[src/rtl/sdram_arbiter_mp_pkg.sv]
// Shared types for the multi-port SDRAM arbiter: FSM states, operation kind, word geometry.
// No logic, so no latency; flow control lives in the arbiter's wait/ac handshake.
package sdram_arb_pkg;

  typedef enum logic [1:0] {
    IDLE,
    ISSUE,
    WAIT_ACK,
    RESP
  } state_t;

  typedef enum logic {
    OP_RD,
    OP_WR
  } op_t;

  localparam int WORD_BYTES = 16;

endpackage

[src/rtl/sdram_arbiter_mp_picker.sv]
// Grant picker: highest-index real-time requester wins, else round-robin after last_grant.
// Purely combinational (0 cycles); never stalls, grant_valid is low only when req is empty.
module rr_priority_picker #(
  parameter int NUM_CLIENTS = 6,
  parameter int IDX_W = 3,
  parameter logic [NUM_CLIENTS-1:0] RT_MASK = 6'b110000
) (
  input  logic [NUM_CLIENTS-1:0] req,
  input  logic [IDX_W-1:0]       last_grant,
  output logic                   grant_valid,
  output logic [IDX_W-1:0]       grant_idx
);

  logic [NUM_CLIENTS-1:0] rt_req;
  logic [NUM_CLIENTS-1:0] nrt_req;
  logic                   rt_hit;
  logic                   rr_hit;
  logic [IDX_W-1:0]       rt_idx;
  logic [IDX_W-1:0]       rr_idx;
  int                     j;

  assign rt_req  = req & RT_MASK;
  assign nrt_req = req & ~RT_MASK;

  always_comb begin
    rt_hit = 1'b0;
    rt_idx = '0;
    rr_hit = 1'b0;
    rr_idx = '0;
    j      = 0;
    for (int i = 0; i < NUM_CLIENTS; i++) begin
      if (rt_req[i]) begin
        rt_hit = 1'b1;
        rt_idx = IDX_W'(i);
      end
    end
    // Scan farthest-first so the nearest requester after last_grant is written last.
    for (int k = NUM_CLIENTS; k >= 1; k--) begin
      j = (int'(last_grant) + k) % NUM_CLIENTS;
      if (nrt_req[j]) begin
        rr_hit = 1'b1;
        rr_idx = IDX_W'(j);
      end
    end
  end

  assign grant_valid = rt_hit | rr_hit;
  assign grant_idx   = rt_hit ? rt_idx : rr_idx;

endmodule

[src/rtl/sdram_arbiter_mp.sv]
// N-client arbiter onto one 128-bit SDRAM bridge, one transaction in flight, with ack watchdog.
// Request to cl_ac in 3 + ack-wait cycles; clients stall on cl_wait, the bridge stalls us by withholding br_ack.
module sdram_arbiter_mp
  import sdram_arb_pkg::*;
#(
  parameter int NUM_CLIENTS = 6,
  parameter int ADDR_W = 22,
  parameter int DATA_W = 128,
  parameter int BE_W = 16,
  parameter logic [NUM_CLIENTS-1:0] RT_MASK = 6'b110000,
  parameter int TIMEOUT_CYC = 1024
) (
  input  logic                          clk,
  input  logic                          reset_n,
  input  logic [NUM_CLIENTS-1:0]        cl_rd,
  input  logic [NUM_CLIENTS-1:0]        cl_wr,
  input  logic [NUM_CLIENTS*ADDR_W-1:0] cl_addr,
  input  logic [NUM_CLIENTS*DATA_W-1:0] cl_wrdata,
  input  logic [NUM_CLIENTS*BE_W-1:0]   cl_be,
  output logic [NUM_CLIENTS-1:0]        cl_wait,
  output logic [NUM_CLIENTS-1:0]        cl_ac,
  output logic [DATA_W-1:0]             cl_rddata,
  output logic                          cl_err,
  output logic [ADDR_W+3:0]             br_addr,
  output logic [BE_W-1:0]               br_be,
  output logic                          br_read,
  output logic                          br_write,
  output logic [DATA_W-1:0]             br_wrdata,
  input  logic                          br_ack,
  input  logic [DATA_W-1:0]             br_rddata,
  output logic                          busy,
  output logic                          timeout_err
);

  localparam int IDX_W = $clog2(NUM_CLIENTS);
  localparam int CNT_W = $clog2(TIMEOUT_CYC) + 1;
  localparam logic [IDX_W-1:0] LAST_IDX = IDX_W'(NUM_CLIENTS - 1);
  localparam logic [CNT_W-1:0] CNT_MAX = CNT_W'(TIMEOUT_CYC - 1);

  state_t                 state;
  op_t                    op;
  logic [IDX_W-1:0]       grant;
  logic [IDX_W-1:0]       last_grant;
  logic [IDX_W-1:0]       pick;
  logic                   pick_vld;
  logic [ADDR_W-1:0]      addr_q;
  logic [DATA_W-1:0]      wrdata_q;
  logic [BE_W-1:0]        be_q;
  logic [CNT_W-1:0]       cnt;
  logic [NUM_CLIENTS-1:0] req;
  logic [NUM_CLIENTS-1:0] serve_mask;

  assign req = cl_rd | cl_wr;

  rr_priority_picker #(
    .NUM_CLIENTS(NUM_CLIENTS),
    .IDX_W(IDX_W),
    .RT_MASK(RT_MASK)
  ) u_picker (
    .req(req),
    .last_grant(last_grant),
    .grant_valid(pick_vld),
    .grant_idx(pick)
  );

  // Mask the client that will own the bus next cycle, so its wait is already low in ISSUE.
  always_comb begin
    serve_mask = '0;
    if (state != IDLE) serve_mask[grant] = 1'b1;
    else if (pick_vld) serve_mask[pick] = 1'b1;
  end

  always_ff @(posedge clk) begin
    if (!reset_n) begin
      state       <= IDLE;
      op          <= OP_RD;
      grant       <= '0;
      last_grant  <= LAST_IDX;
      addr_q      <= '0;
      wrdata_q    <= '0;
      be_q        <= '0;
      cnt         <= '0;
      cl_wait     <= '0;
      cl_ac       <= '0;
      cl_rddata   <= '0;
      cl_err      <= 1'b0;
      br_addr     <= '0;
      br_be       <= '0;
      br_read     <= 1'b0;
      br_write    <= 1'b0;
      br_wrdata   <= '0;
      busy        <= 1'b0;
      timeout_err <= 1'b0;
    end else begin
      cl_wait <= req & ~serve_mask;
      case (state)
        IDLE: begin
          if (pick_vld) begin
            grant    <= pick;
            if (!RT_MASK[pick]) last_grant <= pick;
            op       <= cl_rd[pick] ? OP_RD : OP_WR;
            addr_q   <= cl_addr[pick*ADDR_W +: ADDR_W];
            wrdata_q <= cl_wrdata[pick*DATA_W +: DATA_W];
            be_q     <= cl_rd[pick] ? {BE_W{1'b1}} : cl_be[pick*BE_W +: BE_W];
            busy     <= 1'b1;
            state    <= ISSUE;
          end
        end
        ISSUE: begin
          br_addr   <= {addr_q, {$clog2(WORD_BYTES){1'b0}}};
          br_be     <= be_q;
          br_wrdata <= wrdata_q;
          br_read   <= (op == OP_RD);
          br_write  <= (op == OP_WR);
          cnt       <= '0;
          state     <= WAIT_ACK;
        end
        WAIT_ACK: begin
          cnt <= cnt + CNT_W'(1);
          // An ack arriving on the expiry cycle still wins over the watchdog.
          if (br_ack) begin
            br_read      <= 1'b0;
            br_write     <= 1'b0;
            if (op == OP_RD) cl_rddata <= br_rddata;
            cl_ac[grant] <= 1'b1;
            state        <= RESP;
          end else if (cnt == CNT_MAX) begin
            br_read      <= 1'b0;
            br_write     <= 1'b0;
            cl_err       <= 1'b1;
            timeout_err  <= 1'b1;
            cl_ac[grant] <= 1'b1;
            state        <= RESP;
          end
        end
        RESP: begin
          cl_ac  <= '0;
          cl_err <= 1'b0;
          busy   <= 1'b0;
          state  <= IDLE;
        end
        default: state <= IDLE;
      endcase
    end
  end

endmodule
[config.mk]
export PLATFORM = sky130hd
export DESIGN_NAME = sdram_arbiter_mp
export DESIGN_NICKNAME = d
export VERILOG_FILES = /design/src/rtl/sdram_arbiter_mp_pkg.sv /design/src/rtl/sdram_arbiter_mp_picker.sv /design/src/rtl/sdram_arbiter_mp.sv
export SDC_FILE = /design/constraint.sdc
export NUM_CORES = 2
export LEC_CHECK = 0
export ABC_AREA = 1
export BUFFER_PORTS_ARGS = -buffer_cell sky130_fd_sc_hd__buf_4
export CORE_AREA = 5 5 561 563
export CTS_BUF_LIST = sky130_fd_sc_hd__clkbuf_2
export DETAILED_ROUTE_END_ITERATION = 10
export DIE_AREA = 0 0 566 568
export PLACE_DENSITY = 0.31
export SETUP_SLACK_MARGIN = 0.02
export SYNTH_ARGS = -nofsm -noshare
export SYNTH_HDL_FRONTEND = slang
export SYNTH_SLANG_ARGS = --single-unit
export TNS_END_PERCENT = 1
[constraint.sdc]
create_clock -name clk -period 4.16 [get_ports clk]
set_input_delay 0.832 -clock clk [delete_from_list [all_inputs] [get_ports clk]]
set_output_delay 0.832 -clock clk [all_outputs]
set_load 0.02 [all_outputs]
Yosys cells after proc, flatten, opt, wreduce, memory -nomap -nowiden
Memories as Yosys holds them, arrays and structs flattened.
Cells that the tools add are included.
{"block": "word_totals", "mem_bits_ro": 8, "memories": 1, "output_inout_bits": 315, "in_bits": 1139, "regBits": 497}
{"name": "(no name shown)", "words": 8, "word_bits": 1, "rd": 1, "rd_ports_with_merged_regs": 0, "write_ports": 0, "line_no": "sdram_arbiter_mp.sv:100", "text": "if (!RT_MASK[pick]) last_grant <= pick;"}
{"block": "classes", "magnitude_cmp": 10, "reduce_logical": 16, "bitwise_logic": 8, "shift": 3, "n_eq_ne": 8, "n_mux": 63, "multipliers": 1, "div_mod_pow": 6, "add_sub_neg": 7}
{"op": "variable part select 768 x 11 -> 128 bit", "n": 1}
{"op": "less-than comparator 32 x 5 -> 1 bit, second input constant", "n": 6}
{"op": "modulo 32 x 4 -> 32 bit, second input constant", "n": 6}
{"op": "variable part select 132 x 9 -> 22 bit", "n": 1}
{"op": "variable part select 96 x 8 -> 16 bit", "n": 1}
{"op": "2-to-1 mux 1 bit", "n": 30}
{"op": "2-to-1 mux 3 bit", "n": 9}
{"op": "2-to-1 mux 6 bit", "n": 4}
{"op": "case mux 11 bit (2 select lines)", "n": 1}
{"op": "binary-select mux 1 bit (select 3 bit)", "n": 7}
{"op": "2-to-1 mux 16 bit", "n": 1}
{"op": "adder 3 x 3 -> 4 bit, second input constant", "n": 3}
{"op": "bitwise OR 6 bit", "n": 2}
{"op": "case mux 6 bit (2 select lines)", "n": 1}
{"op": "AND reduction 3 bit", "n": 4}
{"op": "adder 11 x 1 -> 11 bit, second input constant", "n": 1}
{"op": "== test 11 x 10 -> 1 bit, second input constant", "n": 1}
{"op": "AND reduction 2 bit", "n": 5}
{"op": "adder 3 x 2 -> 4 bit, second input constant", "n": 2}
{"op": "less-than comparator 3 x 4 -> 1 bit, second input constant", "n": 2}
{"op": "case mux 1 bit (2 select lines)", "n": 4}
{"op": "case mux 2 bit (4 select lines)", "n": 1}
{"op": "nonzero test 2 bit", "n": 4}
{"op": "multiplier 3 x 4 -> 7 bit, second input constant", "n": 1}
{"op": "other kinds (14)", "n": 24}

Longest topological paths before layout
{"block": "depth", "ltp_word": 20, "depth_mapped": 30, "depth_no_buf": 29}

Cells and area by module
Synthesis repeated with hierarchy kept, for this count alone.
{"block": "hier_totals", "hier_cells": 3910, "hier_area_um2": 25568.3}
{"mod": "sdram_arbiter_mp", "cells_each": 3736, "instances": 1, "area_per_inst_um2": 24618.6}
{"mod": "rr_priority_picker", "cells_each": 174, "instances": 1, "area_per_inst_um2": 949.7}

Least setup slack after synthesis
No wires, ideal clock.
{"block": "synth_timing", "path_kind": "register to register", "start": "reg last_grant[0]", "end": "reg be_q[10]", "setup_slack_ns": 0.828, "synth_period_minus_slack_ns": 3.332, "arrival_ns": 3.215, "path_buffers": 3, "required_ns": 4.043, "stages_incl_launch_ff": 28, "path_cell_list": "dfxtp_1 -> buf_2 -> clkinv_1 -> ha_1 -> xnor2_2 -> ha_1 -> nor2_1 -> nand2_1 -> nand2_1 -> nand2_1 -> nand2_1 -> nand2_1 -> nand2_1 -> nand3_2 -> nand2_1 -> nand2_1 -> nand3_1 -> nand2_1 -> nand2_4 -> nand2_4 -> buf_6 -> nand2_1 -> nand3_1 -> nand3_1 -> nand2_2 -> buf_4 -> nor2_1 -> nor2_1"}
{"block": "synth_between", "elab_chain_len": 15}
{"item": "from (decl)", "line_no": "sdram_arbiter_mp.sv:43", "text": "logic [IDX_W-1:0] last_grant;"}
{"item": "from (signal assigned)", "line_no": "sdram_arbiter_mp.sv:100"}
{"item": "parallel branches: the longest is 15 deep, another holds modulo 32 x 4 -> 32 bit"}
{"item": "to (signal assigned)", "line_no": "sdram_arbiter_mp.sv:104", "text": "be_q <= cl_rd[pick] ? {BE_W{1'b1}} : cl_be[pick*BE_W +: BE_W];"}
{"item": "to (decl)", "line_no": "sdram_arbiter_mp.sv:48", "text": "logic [BE_W-1:0] be_q;"}
Parallel ways; which one is timed is not known. The select of a mux whose other input is x is not followed.
A chain may end at the register's enable or synchronous reset.

Worst setup path in the final report
{"block": "layout_timing", "start": "reg last_grant[1]", "end": "reg wrdata_q[102]"}
{"block": "layout_between", "elab_chain_len": 13}
{"item": "adder 3 x 3 -> 4 bit", "line_no": "sdram_arbiter_mp_picker.sv:39", "text": "j = (int'(last_grant) + k) % NUM_CLIENTS;"}
{"item": "modulo 32 x 4 -> 32 bit", "line_no": "sdram_arbiter_mp_picker.sv:39"}
{"item": "binary-select mux 1 bit (select 3 bit)", "line_no": "sdram_arbiter_mp_picker.sv:40", "text": "if (nrt_req[j]) begin"}
{"item": "2-to-1 mux 1 bit (not written as such) (2 in series)", "line_no": "sdram_arbiter_mp_picker.sv:40"}
{"item": "2-to-1 mux 3 bit or 2-to-1 mux 1 bit (tied branches) (6 in series)", "line_no": "sdram_arbiter_mp_picker.sv:40"}
{"item": "2-to-1 mux 3 bit or bitwise OR 1 bit (tied branches)", "line_no": "sdram_arbiter_mp_picker.sv:48, sdram_arbiter_mp_picker.sv:47"}
{"item": "variable part select 768 x 11 -> 128 bit or AND reduction 2 bit (tied branches)"}
{"item": "to (signal assigned)", "line_no": "sdram_arbiter_mp.sv:103", "text": "wrdata_q <= cl_wrdata[pick*DATA_W +: DATA_W];"}
{"item": "to (decl)", "line_no": "sdram_arbiter_mp.sv:47", "text": "logic [DATA_W-1:0] wrdata_q;"}
Parallel ways exist; a longest one is shown, timed or not. The select of a mux whose other input is x is not followed.

==> flow_metrics.py <==
metrics = {
    "clock_tree": {
        "tritoncts": "yes",
        "cts_max_path_buffers": 4,
        "clk_latency_ns": 1.54,
        "cts_buffers": 170,
        "htree_levels": 4,
        "ctsRootBufferMaster": "clkbuf_2",
        "cts_sinks": 497,
        "clk_pin_slew_ns": 0.11,
    },
    "status": {
        "status": "complete, no violations",
    },
    "timing": {
        "slew_viol_final": 0,
        "timing.final.crit_share_pct": 96.1,
        "worstMarginPinSlew_ns": 1.01,
        "rsz0062_at_grt": "yes",
        "hold_viol_final": 0,
        "fin_crit_ns": 4.00,
        "relSlewSlack_pct": 32.3,
        "fmax_mhz": 250,
        "skew_ns": 0.253,
        "setup_viol": 0,
        "setup_ws_ns": 0.163,
    },
    "synth": {
        "synth.mux.area_fraction_pct": 0,
        "synth-simple-area-share_pct": 36.0,
        "synth_compound_gate_area_share_pct": 16.2,
        "yosysUniqueCellTypes": 41,
        "synth.avg_cell_area_um2": 6.27,
        "yosysWarnings": 0,
        "synth_top_family_by_area": "simple AND/OR/NAND/NOR gates",
        "yosysSeqAreaShare_pct": 37.7,
        "syn_area_um2": 26400,
        "synth_adder_area_share_pct": 0.948,
        "synth_seq_cells": 497,
        "syn_inst": 4209,
        "synth_edf_count": 0,
        "synth-async-reset-ratio_pct": 0,
        "synth_ff_type": "dfxtp_1",
        "synthXorXnorAreaFrac_pct": 0.161,
    },
    "power": {
        "power_mw": 23.8,
        "p_leak_nw": 27.0,
        "vdd_drop_max_uv": 203,
        "p_per_area_nw_per_um2": 391,
    },
    "place": {
        "gp_congestion": 0.909,
        "port_buffers": 1449,
        "place_worst_setup_slack_ns": -0.593,
        "dp.cells": 9698,
        "post-dp-hpwl_mm": 209,
    },
    "route": {
        "ant_nets": 0,
        "wl_per_cell_um": 22.4,
        "first_pass_iters": 6,
        "drc": 0,
        "routed_wl_mm": 259,
        "drtIter0Drc": 2462,
        "vias": 42000,
        "viasPerCell": 3.64,
    },
    "floorplan": {
        "io_pins": 1454,
        "initial_core_util_pct": 8.56,
        "fp.dieArea_um2": 321000,
        "rows": 204,
        "die_height_um": 568,
        "die_w_um": 566,
        "core-area_um2": 308000,
    },
    "global_routing": {
        "grt_use_total_pct": 15.2,
        "overflow": 0,
        "antenna_found_initial": 124,
        "grt_max_degree": 129,
        "grt_pass1_wl_mm": 351,
        "grt_pass1_vias": 43800,
    },
    "critical_path": {
        "cp-end-kind": "flop",
        "path_class": "flop to flop",
        "crit_arrival_ns": 5.20,
        "critPathMaxFanout": 18,
        "start_kind": "flop",
        "worstPathRequired_ns": 5.36,
    },
    "layout": {
        "layout.cells.non_filler": 11600,
        "drive_gt1_share_pct": 27.6,
        "fin_nets": 8453,
        "fin_util_pct": 19.7,
        "areaGrowthSynthToFinish_pct": 131,
    },
    "flow_run": {
        "timing.max_cap.violations": 0,
    },
    "worst_hold_path": {
        "hold_class": "input port to flop",
    },
}
==> stage by stage <==
step                hold slack (ns)  TNS (ns)  instance area, um^2
detailed placement            0.444     -2.08                43600
CTS                         0.00111   -0.0469                60400
floorplan                     0.434         0                26400
finish                        0.261         0                60800
global placement              0.441     -2.24                43600
global route                 0.0350    -0.605                60800
==> final cells by class <==
cell class | instances | area, um^2
Sequential cell | 497 | 9960
Multi-Input combinational cell | 3171 | 14300
Tap cell | 4120 | 5150
Clock inverter | 33 | 206
Inverter | 217 | 861
Fill cell | 35200 | 247000
Clock buffer | 237 | 1190
Antenna cell | 50 | 125
Timing Repair Buffer | 3237 | 29100
==> layer usage <==
layer | global-route usage (%) | up-vias | share of wire, %
met5 | 0 | - | 0.14
met4 | 4.06 | 60 | 2.8
met3 | 4.06 | 395 | 7.2
met2 | 27.0 | 1774 | 49
met1 | 18.0 | 19800 | 41
li1 | - | 20000 | -
==> synth_stat cells, types with 2 or more instances <==
cell type | number | area (um^2)
nand4_1 | 4 | 25.0
clkbuf_1 | 173 | 649
nand2_4 | 2 | 22.5
xor2_1 | 3 | 26.3
o211ai_1 | 15 | 113
a21oi_2 | 2 | 17.5
a31oi_1 | 2 | 12.5
nor3_1 | 13 | 65.1
buf_1 | 9 | 33.8
nor4_1 | 2 | 12.5
nand3_1 | 573 | 2870
or2_1 | 2 | 12.5
nor2_2 | 2 | 12.5
ha_1 | 20 | 250
buf_6 | 14 | 158
buf_2 | 104 | 521
or2_2 | 17 | 106
nand2_1 | 740 | 2780
o21ai_1 | 69 | 345
dfxtp_1 | 497 | 9950
nand2_2 | 3 | 18.8
a211oi_1 | 4 | 30.0
o21ai_0 | 411 | 2060
nor2_1 | 946 | 3550
buf_4 | 26 | 195
inv_2 | 5 | 18.8
inv_1 | 210 | 788
a21oi_1 | 328 | 1640
==> critical path, cell delays in order, from the launching register on <==
cell,delay (ns)
dfxtp_4,0.43
inv_4,0.07
buf_4,0.15
ha_2,0.38
nand3_1,0.11
nor3_2,0.15
nor2_2,0.08
nand3_1,0.09
nand2_1,0.09
nand3_1,0.08
nand3_1,0.18
nand2_2,0.14
nand3_1,0.07
nand2_1,0.08
inv_2,0.07
nand2_4,0.09
nand2_8,0.10
buf_4,0.16
buf_12,0.15
buf_12,0.18
nand2_1,0.05
nand3_1,0.07
dlygate4sd3_1,0.55
nand3_1,0.12
a21oi_1,0.07
==> cell families (layout without fill, tap and decap cells) <==
| group | Yosys count | in the layout |
|---|---|---|
| AO/OA/AOI/OAI | 836 | 836 |
| other | 1 | 54 |
| flip-flops | 497 | 497 |
| AND/OR/NAND/NOR | 2307 | 2307 |
| adder cells (fa/ha/maj) | 20 | 20 |
| buffers and inverters | 544 | 3724 |
| XOR/XNOR | 4 | 4 |
==> placed cells by master (no fill, tap or decap), types with 5 or more instances in the layout <==
| cell | count |
|---|---|
| nand3_1 | 570 |
| clkinv_1 | 20 |
| nor2_4 | 5 |
| clkinv_2 | 6 |
| a21oi_1 | 326 |
| ha_1 | 13 |
| nand2_2 | 10 |
| nor2_1 | 937 |
| o21ai_1 | 70 |
| dfxtp_1 | 495 |
| nor3_1 | 11 |
| ha_4 | 5 |
| nor2_2 | 6 |
| nand2_1 | 732 |
| clkbuf_2 | 237 |
| buf_4 | 1641 |
| buf_12 | 65 |
| inv_1 | 205 |
| or2_2 | 17 |
| diode_2 | 50 |
| inv_2 | 7 |
| o21ai_0 | 410 |
| dlygate4sd3_1 | 1521 |
| o211ai_1 | 15 |
==> power breakdown <==
part / internal [mW] / switching [mW] / total, mW / leakage [nW]
combinational: 5.13 / 7.48 / 12.6 / 21.8
clock: 1.64 / 2.68 / 4.32 / 1.09
sequential: 6.16 / 0.680 / 6.84 / 4.08
==> registers in the layout (all words and copies together) (netlist names) <==
register and flops:
br_wrdata 128, cl_rddata 128, wrdata_q 128, addr_q 22, br_addr 22, be_q 16, br_be 16, cnt 11
cl_ac 6, cl_wait 6, grant 3, last_grant 3, state 2, br_read 1, br_write 1, busy 1
cl_err 1, op 1, timeout_err 1
==> repair_timing <==
action / CTS / global route
buffers inserted: 6 / 13
hold endpoints to repair: 472 / 0
endpoints found under the setup margin: 35 / 124
cloned: 1 / 3
pin swaps: 3 / 17
gates resized for setup: 12 / 35
hold buffers: 1521 / 0
==> final timing paths <==
path | startpoint | endpoint | slack [ns] | depth (start not counted)
worst max-delay path | last_grant[1] | wrdata_q[102] | 0.16 | 24
worst min-delay path | cl_be[73] | be_q[9] | 0.26 | 6
worst max register to register | last_grant[1] | wrdata_q[102] | 0.16 | 24
worst min register to register | wrdata_q[83] | br_wrdata[83] | 0.34 | 2
No activity file was read; power rests on OpenSTA's default activity.
